$ cat src/rtl/rt_pkg.sv
// Shared types and 7-segment glyphs for the multi-player reaction timer.
package rt_pkg;

  typedef enum logic [2:0] {
    IDLE = 3'd0,
    WAIT = 3'd1,
    GO   = 3'd2,
    DONE = 3'd3,
    FOUL = 3'd4
  } state_t;

  typedef logic [3:0] bcd_t;

  // Segment order {g,f,e,d,c,b,a}, active-low
  localparam logic [6:0] SEG_DIGIT [0:9] = '{
    7'b1000000, 7'b1111001, 7'b0100100, 7'b0110000, 7'b0011001,
    7'b0010010, 7'b0000010, 7'b1111000, 7'b0000000, 7'b0010000
  };
  localparam logic [6:0] SEG_DASH  = 7'b0111111;
  localparam logic [6:0] SEG_BLANK = 7'b1111111;

  function automatic logic [6:0] seg_code(input bcd_t d);
    logic [6:0] c;
    case (d)
      4'd0:    c = SEG_DIGIT[0];
      4'd1:    c = SEG_DIGIT[1];
      4'd2:    c = SEG_DIGIT[2];
      4'd3:    c = SEG_DIGIT[3];
      4'd4:    c = SEG_DIGIT[4];
      4'd5:    c = SEG_DIGIT[5];
      4'd6:    c = SEG_DIGIT[6];
      4'd7:    c = SEG_DIGIT[7];
      4'd8:    c = SEG_DIGIT[8];
      4'd9:    c = SEG_DIGIT[9];
      default: c = SEG_BLANK;
    endcase
    return c;
  endfunction

endpackage

$ cat src/rtl/seg7_scan.sv
// Multiplexed 7-segment scanner: one digit enabled at a time, units at index 0.
module seg7_scan
  import rt_pkg::*;
#(
  parameter int DIGITS   = 4,
  parameter int SCAN_DIV = 10000
) (
  input  logic                  clk,
  input  logic                  rst,
  input  logic [4*DIGITS-1:0]   bcd,
  input  logic                  dash,
  output logic [DIGITS-1:0]     an,
  output logic [7:0]            seg
);

  localparam int SW = $clog2(SCAN_DIV + 1);
  localparam int IW = $clog2(DIGITS);

  logic [SW-1:0] scan_cnt;
  logic [IW-1:0] idx;
  bcd_t          digit;
  logic [6:0]    code;

  always_comb begin
    digit = 4'd0;
    for (int i = 0; i < DIGITS; i++) begin
      if (idx == IW'(i)) digit = bcd[4*i +: 4];
    end
    code = dash ? SEG_DASH : seg_code(digit);
  end

  always_ff @(posedge clk) begin
    if (rst) begin
      scan_cnt <= '0;
      idx      <= '0;
      an       <= '1;
      seg      <= 8'hFF;
    end else begin
      an  <= ~(DIGITS'(1) << idx);
      seg <= {1'b1, code};
      if (scan_cnt == SW'(SCAN_DIV - 1)) begin
        scan_cnt <= '0;
        idx      <= (idx == IW'(DIGITS - 1)) ? '0 : idx + IW'(1);
      end else begin
        scan_cnt <= scan_cnt + SW'(1);
      end
    end
  end

endmodule

$ cat src/rtl/reaction_timer_multi.sv
// NCH-player reaction timer with random go-delay, false-start detection and BCD ms count.
// Optional best-time register enabled by `define REACT_BEST_TIME_EN.
module reaction_timer_multi
  import rt_pkg::*;
#(
  parameter int          NCH             = 2,
  parameter int          DIGITS          = 4,
  parameter int          TICK_DIV        = 100000,
  parameter int          SCAN_DIV        = 10000,
  parameter int          DELAY_MIN_MS    = 1000,
  parameter int          DELAY_RAND_BITS = 10,
  parameter logic [15:0] LFSR_SEED       = 16'hACE1
) (
  input  logic              sysclk,
  input  logic              BTNU,
  input  logic              start,
  input  logic [NCH-1:0]    btn,
  input  logic              show_best,
  output logic              LED,
  output logic [DIGITS-1:0] AN,
  output logic [7:0]        leds,
  output logic [NCH-1:0]    winner,
  output logic              false_start,
  output logic              busy
);

  localparam int              TW        = $clog2(TICK_DIV + 1);
  localparam int              CW        = 4 * DIGITS;
  localparam logic [CW-1:0]   ALL_NINES = {DIGITS{4'h9}};
  localparam logic [2:0]      ST_IDLE   = IDLE;
  localparam logic [2:0]      ST_WAIT   = WAIT;
  localparam logic [2:0]      ST_GO     = GO;
  localparam logic [2:0]      ST_DONE   = DONE;
  localparam logic [2:0]      ST_FOUL   = FOUL;

  logic [2:0]     state;
  logic [15:0]    lfsr;
  logic [2:0]     start_sync;
  logic [NCH-1:0] btn_s1, btn_s2, btn_s3;
  logic [NCH-1:0] btn_edge, btn_first;
  logic           start_edge, tick;
  logic [TW-1:0]  tick_cnt;
  logic [31:0]    delay_cnt;
  logic [CW-1:0]  count, count_inc, disp_bcd;
  logic           disp_dash;

  function automatic logic [31:0] rand_part(input logic [15:0] v);
    logic [31:0] mask;
    mask = (DELAY_RAND_BITS == 0) ? 32'd0 : ((32'd1 << DELAY_RAND_BITS) - 32'd1);
    return {16'd0, v} & mask;
  endfunction

  function automatic logic [CW-1:0] bcd_inc(input logic [CW-1:0] v);
    logic [CW-1:0] r;
    logic          carry;
    r     = v;
    carry = 1'b1;
    for (int i = 0; i < DIGITS; i++) begin
      if (carry) begin
        if (v[4*i +: 4] == 4'd9) begin
          r[4*i +: 4] = 4'd0;
        end else begin
          r[4*i +: 4] = v[4*i +: 4] + 4'd1;
          carry       = 1'b0;
        end
      end
    end
    return r;
  endfunction

  // Input synchronisers; an edge acts on the third clock after the pin moves
  always_ff @(posedge sysclk) begin
    if (BTNU) begin
      start_sync <= '0;
      btn_s1     <= '0;
      btn_s2     <= '0;
      btn_s3     <= '0;
      lfsr       <= LFSR_SEED;
    end else begin
      start_sync <= {start_sync[1:0], start};
      btn_s1     <= btn;
      btn_s2     <= btn_s1;
      btn_s3     <= btn_s2;
      lfsr       <= {lfsr[14:0], lfsr[15] ^ lfsr[13] ^ lfsr[12] ^ lfsr[10]};
    end
  end

  assign start_edge = start_sync[1] & ~start_sync[2];
  assign btn_edge   = btn_s2 & ~btn_s3;
  assign btn_first  = btn_edge & (~btn_edge + NCH'(1));
  assign tick       = (tick_cnt == TW'(TICK_DIV - 1));
  assign count_inc  = bcd_inc(count);

  always_ff @(posedge sysclk) begin
    if (BTNU) begin
      state     <= ST_IDLE;
      LED       <= 1'b0;
      winner    <= '0;
      count     <= '0;
      tick_cnt  <= '0;
      delay_cnt <= '0;
    end else begin
      tick_cnt <= tick ? '0 : tick_cnt + TW'(1);
      case (state)
        ST_IDLE, ST_DONE, ST_FOUL: begin
          if (start_edge) begin
            state     <= ST_WAIT;
            delay_cnt <= 32'(DELAY_MIN_MS) + rand_part(lfsr);
            count     <= '0;
            winner    <= '0;
            tick_cnt  <= '0;
            LED       <= 1'b0;
          end
        end
        ST_WAIT: begin
          if (|btn_edge) begin
            state  <= ST_FOUL;
            winner <= btn_edge;
          end else if (delay_cnt == 32'd0) begin
            state    <= ST_GO;
            LED      <= 1'b1;
            tick_cnt <= '0;
          end else if (tick) begin
            delay_cnt <= delay_cnt - 32'd1;
          end
        end
        ST_GO: begin
          // A press wins over a coincident tick, so the count freezes un-incremented
          if (|btn_edge) begin
            state  <= ST_DONE;
            LED    <= 1'b0;
            winner <= btn_first;
          end else if (tick) begin
            count <= count_inc;
            if (count_inc == ALL_NINES) begin
              state <= ST_DONE;
              LED   <= 1'b0;
            end
          end
        end
        default: state <= ST_IDLE;
      endcase
    end
  end

`ifdef REACT_BEST_TIME_EN
  logic [CW-1:0] best;

  // BCD digits compare correctly as plain unsigned vectors
  always_ff @(posedge sysclk) begin
    if (BTNU) begin
      best <= ALL_NINES;
    end else if (state == ST_GO && (|btn_edge) && count < best) begin
      best <= count;
    end
  end
`else
  logic unused_show_best;
  assign unused_show_best = show_best;
`endif

  always_comb begin
    disp_bcd  = count;
    disp_dash = (state == ST_FOUL);
`ifdef REACT_BEST_TIME_EN
    if (show_best && (state == ST_IDLE || state == ST_DONE || state == ST_FOUL)) begin
      disp_bcd  = best;
      disp_dash = 1'b0;
    end
`endif
  end

  assign false_start = (state == ST_FOUL);
  assign busy        = (state == ST_WAIT) || (state == ST_GO);

  seg7_scan #(
    .DIGITS   (DIGITS),
    .SCAN_DIV (SCAN_DIV)
  ) u_scan (
    .clk  (sysclk),
    .rst  (BTNU),
    .bcd  (disp_bcd),
    .dash (disp_dash),
    .an   (AN),
    .seg  (leds)
  );

endmodule

$ cat config.mk
export PLATFORM = sky130hd
export DESIGN_NAME = reaction_timer_multi
export DESIGN_NICKNAME = d
export VERILOG_FILES = /design/src/rtl/rt_pkg.sv /design/src/rtl/seg7_scan.sv /design/src/rtl/reaction_timer_multi.sv
export SDC_FILE = /design/constraint.sdc
export NUM_CORES = 1
export LEC_CHECK = 0
export ABC_AREA = 1
export BUFFER_PORTS_ARGS = -buffer_cell sky130_fd_sc_hd__buf_4
export CAP_MARGIN = 20
export CORE_MARGIN = 5
export CORE_UTILIZATION = 40
export CTS_CLUSTER_DIAMETER = 60
export DETAILED_ROUTE_END_ITERATION = 7
export PLACE_DENSITY_LB_ADDON = 0.25
export SYNTH_ARGS = -nofsm -noshare
export SYNTH_HDL_FRONTEND = slang
export SYNTH_SLANG_ARGS = --single-unit
$ cat constraint.sdc
create_clock -name sysclk -period 1.93 [get_ports sysclk]
set_clock_uncertainty 0.15 [all_clocks]
set_input_delay 0.193 -clock sysclk [delete_from_list [all_inputs] [get_ports sysclk]]
set_output_delay 0.193 -clock sysclk [all_outputs]
set_load 0.005 [all_outputs]
Word-level counts from Yosys, hierarchy flattened

Memory sizes are Yosys's and may differ from the RTL's.
Cells that the tools add are included.

Register bits after elaboration: 124
Memory bits (read-only): 112
Bits of input ports: 6
Output and inout bits: 17
Word-level logic and storage cells: 131
Memories: 1

Memories:

| name             | words | bits a word | rd ports | clocked after Yosys merged registers in | wr ports | line         | source |
|---|---|---|---|---|---|---|---|
| (name not given) | 16    | 7           | 1        | 0                                       | 0        | rt_pkg.sv:24 | `case (d)` |

Add/sub/neg operators: 10
Equal/unequal tests: 26
Shifts and indexed selects: 1
Multiplexer cells: 50
Bitwise operators: 10
Reductions and logical operators: 16

Operator list:

| cell                     | count |
|---|---|
| $mux W32                 | 4 |
| $mux W17                 | 4 |
| $pmux W32 S2             | 1 |
| $mux W16                 | 3 |
| $mux W4                  | 11 |
| $pmux W17 S2             | 1 |
| $logic_not A32 Y1        | 1 |
| $pmux W16 S2             | 1 |
| $sub A32 B1 Y32 const B  | 1 |
| $mux W3                  | 6 |
| $ne A2 B2 Y1 const B     | 9 |
| $add A17 B1 Y17 const B  | 1 |
| $eq A17 B17 Y1 const B   | 1 |
| $add A4 B1 Y4 const B    | 4 |
| $eq A16 B16 Y1 const B   | 1 |
| $eq A4 B4 Y1 const B     | 4 |
| $add A14 B1 Y14 const B  | 1 |
| $eq A14 B14 Y1 const B   | 1 |
| $reduce_and A4 Y1        | 3 |
| $add A10 B10 Y11 const A | 1 |
| $mux W1                  | 11 |
| $ne A3 B3 Y1 const B     | 3 |
| $pmux W3 S3              | 1 |
| $mux W2                  | 4 |
| other kinds (25)         | 35 |

Logic depth before layout (Yosys ltp)

Gate-level depths: netlist of the first run.

Depth after elaboration: 10
Gate-level depth with buffers: 15
Mapped depth without buffers: 15

Cells and area by module

From an unflattened synthesis of the first run, not the netlist that was laid out.

Cells, all modules: 964
Area, all modules: 6759.0 µm²

By module, submodules not included:

| module               | times used | cells each | area each (µm²) | seq. area each (µm²) |
|---|---|---|---|---|
| reaction_timer_multi | 1          | 767        | 5275.1          | 1921.8 |
| seg7_scan            | 1          | 197        | 1483.9          | 540.5 |

Worst setup path after synthesis of the first run

OpenSTA, ideal clock, no wires.

Path type: flip-flop to flip-flop
From: reg u_scan.idx[0]
To: reg u_scan.seg[0]
Library setup time: 127 ps
Data arrival time: 1717 ps
Required time: 1653 ps
Slack: -64 ps
Cell stages (with the launch flop): 11
Buffers on the path: 1
Clock period less this slack: 1994 ps
Cell sequence: dfxtp_1 -> ha_1 -> clkbuf_1 -> inv_1 -> o21ai_0 -> inv_1 -> ha_1 -> nor2_1 -> nor2_1 -> o21ai_0 -> nand2_1

Cells in the longest elaborated chain, start to end: 6
Elaborated cells on any way between the ends: 9
Those cells by class: eq/ne (3); mux (4); reduce/logical (1); memory (1)

Ends and longest elaborated chain:

| element                | line            | source |
|---|---|---|
| from (decl)            | seg7_scan.sv:20 | `logic [IW-1:0] idx;` |
| from (signal assigned) | seg7_scan.sv:43 | `idx <= (idx == IW'(DIGITS - 1)) ? '0 : idx + IW'(1);` |
| $logic_not A2 Y1       | seg7_scan.sv:27 | `if (idx == IW'(i)) digit = bcd[4*i +: 4];` |
| $mux W4 (3 in a row)   | seg7_scan.sv:27 |  |
| $mux W4 (*)            | seg7_scan.sv:27 |  |
| $mem_v2 Z16 W7 (*)     | n/a             |  |
| to (signal assigned)   | seg7_scan.sv:40 | `seg <= {1'b1, code};` |
| to (decl)              | seg7_scan.sv:13 | `output logic [7:0] seg` |

Every way passes the cells marked *; elsewhere a longest branch is shown, timed or not.
A chain may end at the register's enable or synchronous reset.

Worst setup path in the final report of the first run

From: reg delay_cnt[1]
To: reg delay_cnt[24]

Cells in the longest elaborated chain, start to end: 5
Elaborated cells on any way between the ends: 8
Those cells by class: add/sub (1); eq/ne (1); mux (4); reduce/logical (2)

Ends and longest elaborated chain:

| element                | line                        | source |
|---|---|---|
| from (decl)            | reaction_timer_multi.sv:43  | `logic [31:0] delay_cnt;` |
| from (signal assigned) | reaction_timer_multi.sv:108 | `delay_cnt <= 32'(DELAY_MIN_MS) + rand_part(lfsr);` |
| from (signal assigned) | reaction_timer_multi.sv:124 | `delay_cnt <= delay_cnt - 32'd1;` |
| $sub A32 B1 Y32        | reaction_timer_multi.sv:124 |  |
| $mux W32               | reaction_timer_multi.sv:123 | `end else if (tick) begin` |
| $mux W32               | reaction_timer_multi.sv:119 | `end else if (delay_cnt == 32'd0) begin` |
| $mux W32               | reaction_timer_multi.sv:116 | `if (\|btn_edge) begin` |
| $pmux W32 S2           | reaction_timer_multi.sv:104 | `case (state)` |

Several ways; a longest one is shown, not always the timed one. The select of a mux whose other input is x is not followed.

==> flow_summary.ini, run 1 <==
[logic_synthesis]
ys_seq_elements = 123
ys.flop_type = dfxtp_1
synth-async-reset-ratio_pct = 0
avgSynthCellArea_um2 = 6.88
yosys_warnings = 0
ys_types = 44
synthesis.nets = 963
ys_seq_area_share_pct = 38.0
synth_edf_count = 0
synthCells = 943
syn_area_um2 = 6490

[global_routing]
grt-busiest-layer = met2
use_met2_pct = 29.0
grt.overflow.total = 0
grt_util_all_layers_pct = 17.3
grt_util_met1_pct = 22.2
grt_pass1_vias = 5948
antenna_found_initial = 0
met3_usage_pct = 3.36
grt_max_degree = 33
grt_pass1_wl_um = 26700

[sta]
fin_crit_ns = 2.03
fin_ws_ns = -0.104
rsz0062_at_grt = true
setup_viol = 38
drv_slew = 0
fmax_ghz = 0.492
finalHoldViolations = 0
period_share_pct = 105
hold_ws_ns = 0.250

[finish]
area_growth_syn_to_layout_pct = 49.9
multi_input_area_um2 = 4240
fin_nets = 1148
antenna_cells = 0
design_area_um2 = 9720
fin_util_pct = 61.2
layout_commonest_cell = buf_4
register_area_um2 = 2490
final_cell_mix = buf_4 (160), nand2_1 (150), nor2_1 (124), dfxtp_1 (108), inv_1 (86)
fill_cells = 1398
layout-drive-gt1-share_pct = 40.2

[cts]
htreeDepth = 4
clock-root-buffer = clkbuf_16
cts_tree = built
cts_buffers = 17
path_clk_slew_ns = 0.06
clock_sinks = 123
clkLatencyLatePin_ns = 0.41
cts_buffer_depth = 2

[power_and_ir_drop]
leakage_nw = 4.16
power_density_nw_per_um2 = 1720
peakVddDrop_v = 0.000923

[floorplan]
start_util_pct = 40.8
dieHeight_um = 137
die_area_um2 = 18900
core_um2 = 15900
die_x_um = 137
io_pins = 23
rows = 46

[flow_run]
maxCapViolations = 0

[placed_design]
placed_cell_area_um2 = 7760
dpl.hpwl_um = 11300
pre_cts_slack_ns = -0.169
place_congestion = 0.851
portBuffers = 20

[worst_setup_path]
worstSetupPathType = reg -> reg
worst-endpoint-arrival_ns = 2.23
cp_slowest_stage_delay_ns = 0.32
worst_setup_path_end_kind = register
crit_top_cell = inv_2
crit_buf_inv = 4
cp.required_ns = 2.13
start_kind = register
cp_slowest_cell = dfxtp_1
path_cells = inv_2 -> ha_4 -> inv_2 -> nor3_2 -> nand3_2 -> nor2_4 -> o21ai_4 -> buf_6 -> nand2_8 -> buf_12 -> nand2_2 -> a21oi_2
crit_family = simple AND/OR/NAND/NOR gates
crit_fanout = 5

[detailed_routing]
drc_errors = 0
first_pass_iters = 5
wl_um = 17600
ant_nets = 0
drt-initial-drc-count = 369
vias = 6669
wl_per_cell_um = 13.0
viasPerCell = 4.92

[status]
violations = setup timing
status = finished with violations

[hold_path]
worstHoldPathType = reg -> reg
==> synth_stat cells (11+ instances only) <==
cell	number	area share (%)
o21ai_0	38	2.9
nand2_1	196	11
nand3_1	49	3.8
inv_2	13	0.75
nand4_1	15	1.4
dfxtp_1	123	38
xor2_1	24	3.2
inv_1	99	5.7
ha_1	14	2.7
clkbuf_1	11	0.64
nor2_1	162	9.4
a21oi_1	66	5.1
o21ai_1	18	1.4
nor3_1	13	1.0
==> per-stage QoR <==
step	power (W)	TNS, ns	std cells
after CTS	0.0139	-0.0311	1329
after global routing	0.0178	-6.02	1356
after detailed placement	0.0102	-4.55	1287
after global placement	0.0102	-3.08	1287
final	0.0167	-2.05	1356
after floorplan	0.00775	-0.00676	943
==> report_power, final <==
group | switching (W) | internal, W | total [W]
combinational | 0.00575 | 0.00444 | 0.0102
sequential | 0.000314 | 0.00296 | 0.00328
clock | 0.00115 | 0.00213 | 0.00328
total | 0.00722 | 0.00953 | 0.0167
==> path summary, 6_finish.rpt <==
kind	cells past startpoint	slack, ns	to	startpoint
max	12	-0.10	delay_cnt[24]	delay_cnt[1]
min	2	0.25	btn_s2[1]	btn_s1[1]
max reg2reg	12	-0.10	delay_cnt[24]	delay_cnt[1]
min reg2reg	2	0.25	btn_s2[1]	btn_s1[1]
==> worst register-to-register path: cells and delay by family, from the launching register on <==
family | cells | cell delay (ns)
simple gates | 5 | 0.75
flops | 1 | 0.32
buf+inv | 4 | 0.42
compound gates | 2 | 0.21
fa+ha+maj | 1 | 0.13
==> layout make-up <==
class | instances | share of cell area, %
Inverter | 114 | 4.71
Sequential cell | 123 | 25.6
Clock buffer | 21 | 4.84
Timing Repair Buffer | 187 | 16.6
Tap cell | 216 | 2.78
Timing Repair inverter | 3 | 0.450
Clock inverter | 10 | 1.44
Multi-Input combinational cell | 682 | 43.6
==> timing repair <==
action | 4_1_cts | 5_1_grt
gates resized for setup | 52 | 225
cloned | 0 | 9
endpoints found under the hold margin | 11 | 0
hold buffers | 6 | 0
setup endpoints to repair | 54 | 82
pin swaps | 7 | 58
buffers inserted | 5 | 19
==> cell families (layout without fill, tap and decap cells) <==
family,Yosys count,count (layout),synth area share (%)
simple gates,478,479,32.0
buf+inv,139,335,8.91
other cells,1,1,0.0578
xor+xnor,33,33,4.46
flops,123,123,38.0
fa+ha+maj,14,14,2.70
compound gates,155,155,13.9
==> layer usage <==
metal  part of all wire, %  vias to the layer above  routed length, um
li1                      -                     3413                  -
met1                    45                     3070               7970
met2                    48                      137               8500
met3                   3.6                       49                641
met4                   2.7                        0                478
met5                     0                        -                  0
==> sequential cells by signal, indices dropped and copies added, names as in the netlist <==
signal	flops
count	16
u_scan.seg	7
u_scan.idx	2
lfsr	16
state	3
u_scan.an	4
LED	1
btn_s1	2
delay_cnt	32
u_scan.scan_cnt	14
start_sync	3
btn_s2	2
tick_cnt	17
btn_s3	2
winner	2
Power figures use the tool's default switching activity.
==> run 2: changes to the inputs <==
==> constraint.sdc (replaced) <==
create_clock -name sysclk -period 2 [get_ports sysclk]
set_clock_uncertainty 0.15 [all_clocks]
set_input_delay 0.2 -clock sysclk [delete_from_list [all_inputs] [get_ports sysclk]]
set_output_delay 0.2 -clock sysclk [all_outputs]
set_load 0.005 [all_outputs]
==> run 2 against run 1 <==
Hold slack gained 0.00066 ns. The flow now finishes without violations. Critical path depth unchanged. Clock-buffer cell count fell by 1. First-iteration DRC count grew 2.4%. Core utilization shrank 3.8 points. Critical path type unchanged. Global-route usage down 0.45 points. Critical endpoint is now delay_cnt[23]. Sequential cell count did not move. Sequential share of layout area increased by 1.6 points. Highest routed layer unchanged.
==> flow_summary.ini, run 2 (synthesis results as in run 1) <==
[detailed_routing]
vias = 6310
ant_nets = 0
drc_errors = 0
first_pass_iters = 5
wl_per_cell_um = 12.5
drt-initial-drc-count = 378
viasPerCell = 4.80
wl_um = 16400

[finish]
fin_cells = 1315
fill_cells = 1506
area_growth_syn_to_layout_pct = 40.7
fin_nets = 1106
largest_reg_flops = 32
antenna_cells = 0
top_regs = delay_cnt: 32 flops, tick_cnt: 17 flops
layout_commonest_cell = nand2_1
layout-drive-gt1-share_pct = 33.4
final_cell_mix = nand2_1 (175), nor2_1 (128), buf_4 (125), dfxtp_1 (111), inv_1 (88)
regMostFlops = delay_cnt

[worst_setup_path]
cp_slowest_cell = dfxtp_1
crit_fanout = 8
worstSetupPathType = reg -> reg
cp.required_ns = 2.14
crit_top_cell = buf_12
start_kind = register
cp_slowest_stage_delay_ns = 0.34
worst-endpoint-arrival_ns = 2.11
crit_buf_inv = 4
crit_family = simple AND/OR/NAND/NOR gates
worst_setup_path_end_kind = register
path_cells = nor2_2 -> inv_2 -> nor3_4 -> nand3_2 -> nor2_4 -> o21ai_2 -> nand2_4 -> buf_12 -> buf_12 -> clkinv_8 -> nand2_1 -> a21oi_1

[floorplan]
rows = 46
core_um2 = 15900
dieHeight_um = 137
die_area_um2 = 18900
die_x_um = 137
start_util_pct = 40.8
io_pins = 23

[hold_path]
worstHoldPathType = reg -> reg

[power_and_ir_drop]
peakVddDrop_v = 0.00121
power_w = 0.0150
power_density_nw_per_um2 = 1640
leakage_nw = 3.82

[status]
status = completed

[cts]
cts_tree = built
htreeDepth = 4
cts_buffers = 17
clock_sinks = 123
path_clk_slew_ns = 0.06
cts_buffer_depth = 2
clkLatencyLatePin_ns = 0.42
clock-root-buffer = clkbuf_16

[sta]
rsz0062_at_grt = true
period_share_pct = 98.7
fmax_ghz = 0.507
finalHoldViolations = 0
drv_slew = 0
setup_viol = 0
fin_crit_ns = 1.97

[placed_design]
placedCellCount = 1256
place_congestion = 0.873
portBuffers = 20
dpl.hpwl_um = 11000

[global_routing]
grt_util_all_layers_pct = 16.9
grt_pass1_wl_um = 25800
grt_max_degree = 34
grt.overflow.total = 0
antenna_found_initial = 0
grt_pass1_vias = 5729

[flow_run]
maxCapViolations = 0
-- run 2: through the flow --
| step | hold slack (ns) | setup TNS, ns | area [um2] | setup slack [ns] | utilization [%] |
|---|---|---|---|---|---|
| finish | 0.251 | 0 | 9130 | 0.0259 | 57.4 |
| global route | 0.270 | -1.43 | 9130 | -0.0817 | 57.4 |
| CTS | 0.252 | -0.110 | 8280 | -0.0208 | 52.1 |
| detailed placement | 0.244 | -2.02 | 7540 | -0.123 | 47.4 |
| global placement | 0.241 | -0.826 | 7540 | -0.0765 | 47.4 |
| floorplan | 0.157 | 0 | 6490 | 0.00621 | - |
-- run 2: routing by layer --
metal / routed length [um] / global-route usage (%) / vias up
met5: 0 / 0 / -
met3: 552 / 4.05 / 15
met2: 8010 / 28.7 / 80
met4: 144 / 3.82 / 0
met1: 7700 / 21.7 / 2895
li1: - / - / 3320
-- run 2: where the power goes --
part	internal (W)	total [W]	leakage (nW)	switching (W)
clock	0.00204	0.00320	0.301	0.00116
sequential	0.00285	0.00312	1.01	0.000268
combinational	0.00374	0.00868	2.51	0.00494
-- run 2: layout make-up --
cell class / instances / area (um2) / share of cell area [%]
clock buffer: 20 / 457 / 5.00
clock inverter: 12 / 164 / 1.80
inverter: 114 / 450 / 4.94
multi-input combinational: 681 / 3990 / 43.8
sequential: 123 / 2480 / 27.2
tap: 216 / 270 / 2.96
timing repair buffer: 147 / 1280 / 14.0
timing repair inverter: 2 / 27.5 / 0.302
-- run 2: repair_timing --
action	CTS	global route
pin swaps	1	44
gates cloned	0	6
hold buffers	7	0
buffers inserted	0	14
endpoints found under the setup margin	39	82
endpoints found under the hold margin	10	0
gates resized for setup	22	179
-- run 2: worst register-to-register path: stages, from the launching register on --
cell,delay [ns]
dfxtp_1,0.34
nor2_2,0.13
inv_2,0.07
nor3_4,0.17
nand3_2,0.16
nor2_4,0.16
o21ai_2,0.08
nand2_4,0.12
buf_12,0.15
buf_12,0.11
clkinv_8,0.08
nand2_1,0.07
a21oi_1,0.06
-- run 2: final timing paths --
check                                  start       endpoint  slack, ns  cells past startpoint
worst max-delay path            delay_cnt[3]  delay_cnt[23]       0.03                     12
worst min-delay path               btn_s1[1]      btn_s2[1]       0.25                      2
worst max register to register  delay_cnt[3]  delay_cnt[23]       0.03                     12
worst min register to register     btn_s1[1]      btn_s2[1]       0.25                      2
==> run 3: changes to the inputs <==
--- a/config.mk
+++ b/config.mk
@@ -13,6 +13,8 @@
 export CTS_CLUSTER_DIAMETER = 60
 export DETAILED_ROUTE_END_ITERATION = 7
 export PLACE_DENSITY_LB_ADDON = 0.25
+export RECOVER_POWER = 25
+export SLEW_MARGIN = 20
 export SYNTH_ARGS = -nofsm -noshare
 export SYNTH_HDL_FRONTEND = slang
 export SYNTH_SLANG_ARGS = --single-unit
==> run 3 against run 2 <==
Clock power barely moved. Die area stayed put. Via count is 0.27% higher. Largest cell class unchanged. Total power hardly changed. Critical path depth unchanged. Combinational power barely moved. Sequential share of layout area did not move. First-iteration DRC count grew 3.7%. Register-to-register slack is essentially flat. Hold slack is essentially flat. Non-clock buffer count unchanged.
==> flow_summary.ini, run 3 (synthesis results as in run 1) <==
[cts]
clkLatencyLatePin_ns = 0.42
clock_sinks = 123
htreeDepth = 4
path_clk_slew_ns = 0.06
clock-root-buffer = clkbuf_16
cts_buffers = 17
cts_buffer_depth = 2
cts_tree = built

[power_and_ir_drop]
power_density_nw_per_um2 = 1640
leakage_nw = 3.82
peakVddDrop_v = 0.00121

[worst_setup_path]
worst_setup_path_end_kind = register
worstSetupPathType = reg -> reg
cp.required_ns = 2.14
crit_fanout = 8
start_kind = register
worst-endpoint-arrival_ns = 2.12

[finish]
register_area_um2 = 2480
final_cell_mix = nand2_1 (175), nor2_1 (128), buf_4 (112), dfxtp_1 (111), inv_1 (88)
area_growth_syn_to_layout_pct = 40.7
layout-drive-gt1-share_pct = 33.4
regMostFlops = delay_cnt
fill_cells = 1506
top_regs = delay_cnt: 32 flops, tick_cnt: 17 flops
fin_cells = 1315
fin_nets = 1106
fin_util_pct = 57.4
layout_commonest_cell = nand2_1
multi_input_area_um2 = 3990
largest_reg_flops = 32
antenna_cells = 0

[detailed_routing]
wl_per_cell_um = 12.5
drt-initial-drc-count = 392
first_pass_iters = 5
drc_errors = 0
vias = 6327
wl_um = 16400
ant_nets = 0
viasPerCell = 4.81

[sta]
period_share_pct = 99.4
fmax_ghz = 0.503
setup_viol = 0
finalHoldViolations = 0
hold_ws_ns = 0.251
drv_slew = 0
rsz0062_at_grt = true
fin_crit_ns = 1.99

[hold_path]
worstHoldPathType = reg -> reg

[floorplan]
die_area_um2 = 18900
rows = 46
start_util_pct = 40.8
die_x_um = 137
core_um2 = 15900
io_pins = 23
dieHeight_um = 137

[placed_design]
portBuffers = 20
dpl.hpwl_um = 11000
placedCellCount = 1256
place_congestion = 0.873

[flow_run]
maxCapViolations = 0

[global_routing]
grt_max_degree = 34
antenna_found_initial = 0
grt_pass1_vias = 5729
grt_util_all_layers_pct = 16.9
grt.overflow.total = 0
grt_pass1_wl_um = 25800

[status]
status = completed
## run 3: changes by cell type in the layout (fill, tap and decap cells not counted)
cell / before / now
clkbuf_4: 0 / 13
buf_4: 125 / 112
## run 3: layout make-up
| class | count | share of cell area (%) |
|---|---|---|
| Inverter | 114 | 4.94 |
| Timing Repair inverter | 2 | 0.302 |
| Clock inverter | 12 | 1.80 |
| Multi-Input combinational cell | 681 | 43.8 |
| Sequential cell | 123 | 27.2 |
| Clock buffer | 20 | 5.00 |
| Tap cell | 216 | 2.96 |
| Timing Repair Buffer | 147 | 14.0 |
## run 3: worst paths after layout
check | start | end | slack, ns | cells after the start
setup / recovery | delay_cnt[27] | delay_cnt[23] | 0.01 | 12
hold / removal | btn_s1[1] | btn_s2[1] | 0.25 | 2
setup reg to reg | delay_cnt[27] | delay_cnt[23] | 0.01 | 12
hold reg to reg | btn_s1[1] | btn_s2[1] | 0.25 | 2
## run 3: metrics by stage
step | power, W | setup WS (ns) | instance area, um2 | setup TNS (ns)
2_1_floorplan | 0.00748 | 0.00621 | 6490 | 0
3_5_place_dp | 0.00960 | -0.123 | 7540 | -2.02
4_1_cts | 0.0130 | -0.0208 | 8280 | -0.110
5_1_grt | 0.0160 | -0.0817 | 9130 | -1.43
3_3_place_gp | 0.00956 | -0.0765 | 7540 | -0.826
6_report | 0.0150 | 0.0123 | 9130 | 0
## run 3: per-layer routing
metal | global-route usage [%] | vias up | wire, um
met5 | 0 | - | 0
met4 | 3.82 | 0 | 160
met3 | 4.05 | 16 | 636
met2 | 28.7 | 94 | 7980
met1 | 21.7 | 2896 | 7640
li1 | - | 3321 | -
## run 3: report_power, final
group          internal (W)  switching [W]  total, W
Sequential          0.00285       0.000268   0.00311
Combinational       0.00374        0.00494   0.00867
Clock               0.00204        0.00117   0.00320
## run 3: critical path, stage by stage, from the launching register on
cell      delay [ns]
dfxtp_2         0.33
nor2_4          0.11
nand2_2         0.07
nor3_2          0.19
nand3_2         0.17
nor2_4          0.16
o21ai_2         0.08
nand2_4         0.12
buf_12          0.15
buf_12          0.11
clkinv_8        0.08
nand2_1         0.06
a21oi_1         0.06
## run 3: what timing repair did
action	4_1_cts	5_1_grt
gates resized for setup	22	179
endpoints found under the setup margin	39	82
pin swaps	1	44
hold endpoints to repair	10	0
buffers inserted	0	14
gates cloned	0	6
hold buffers	7	0
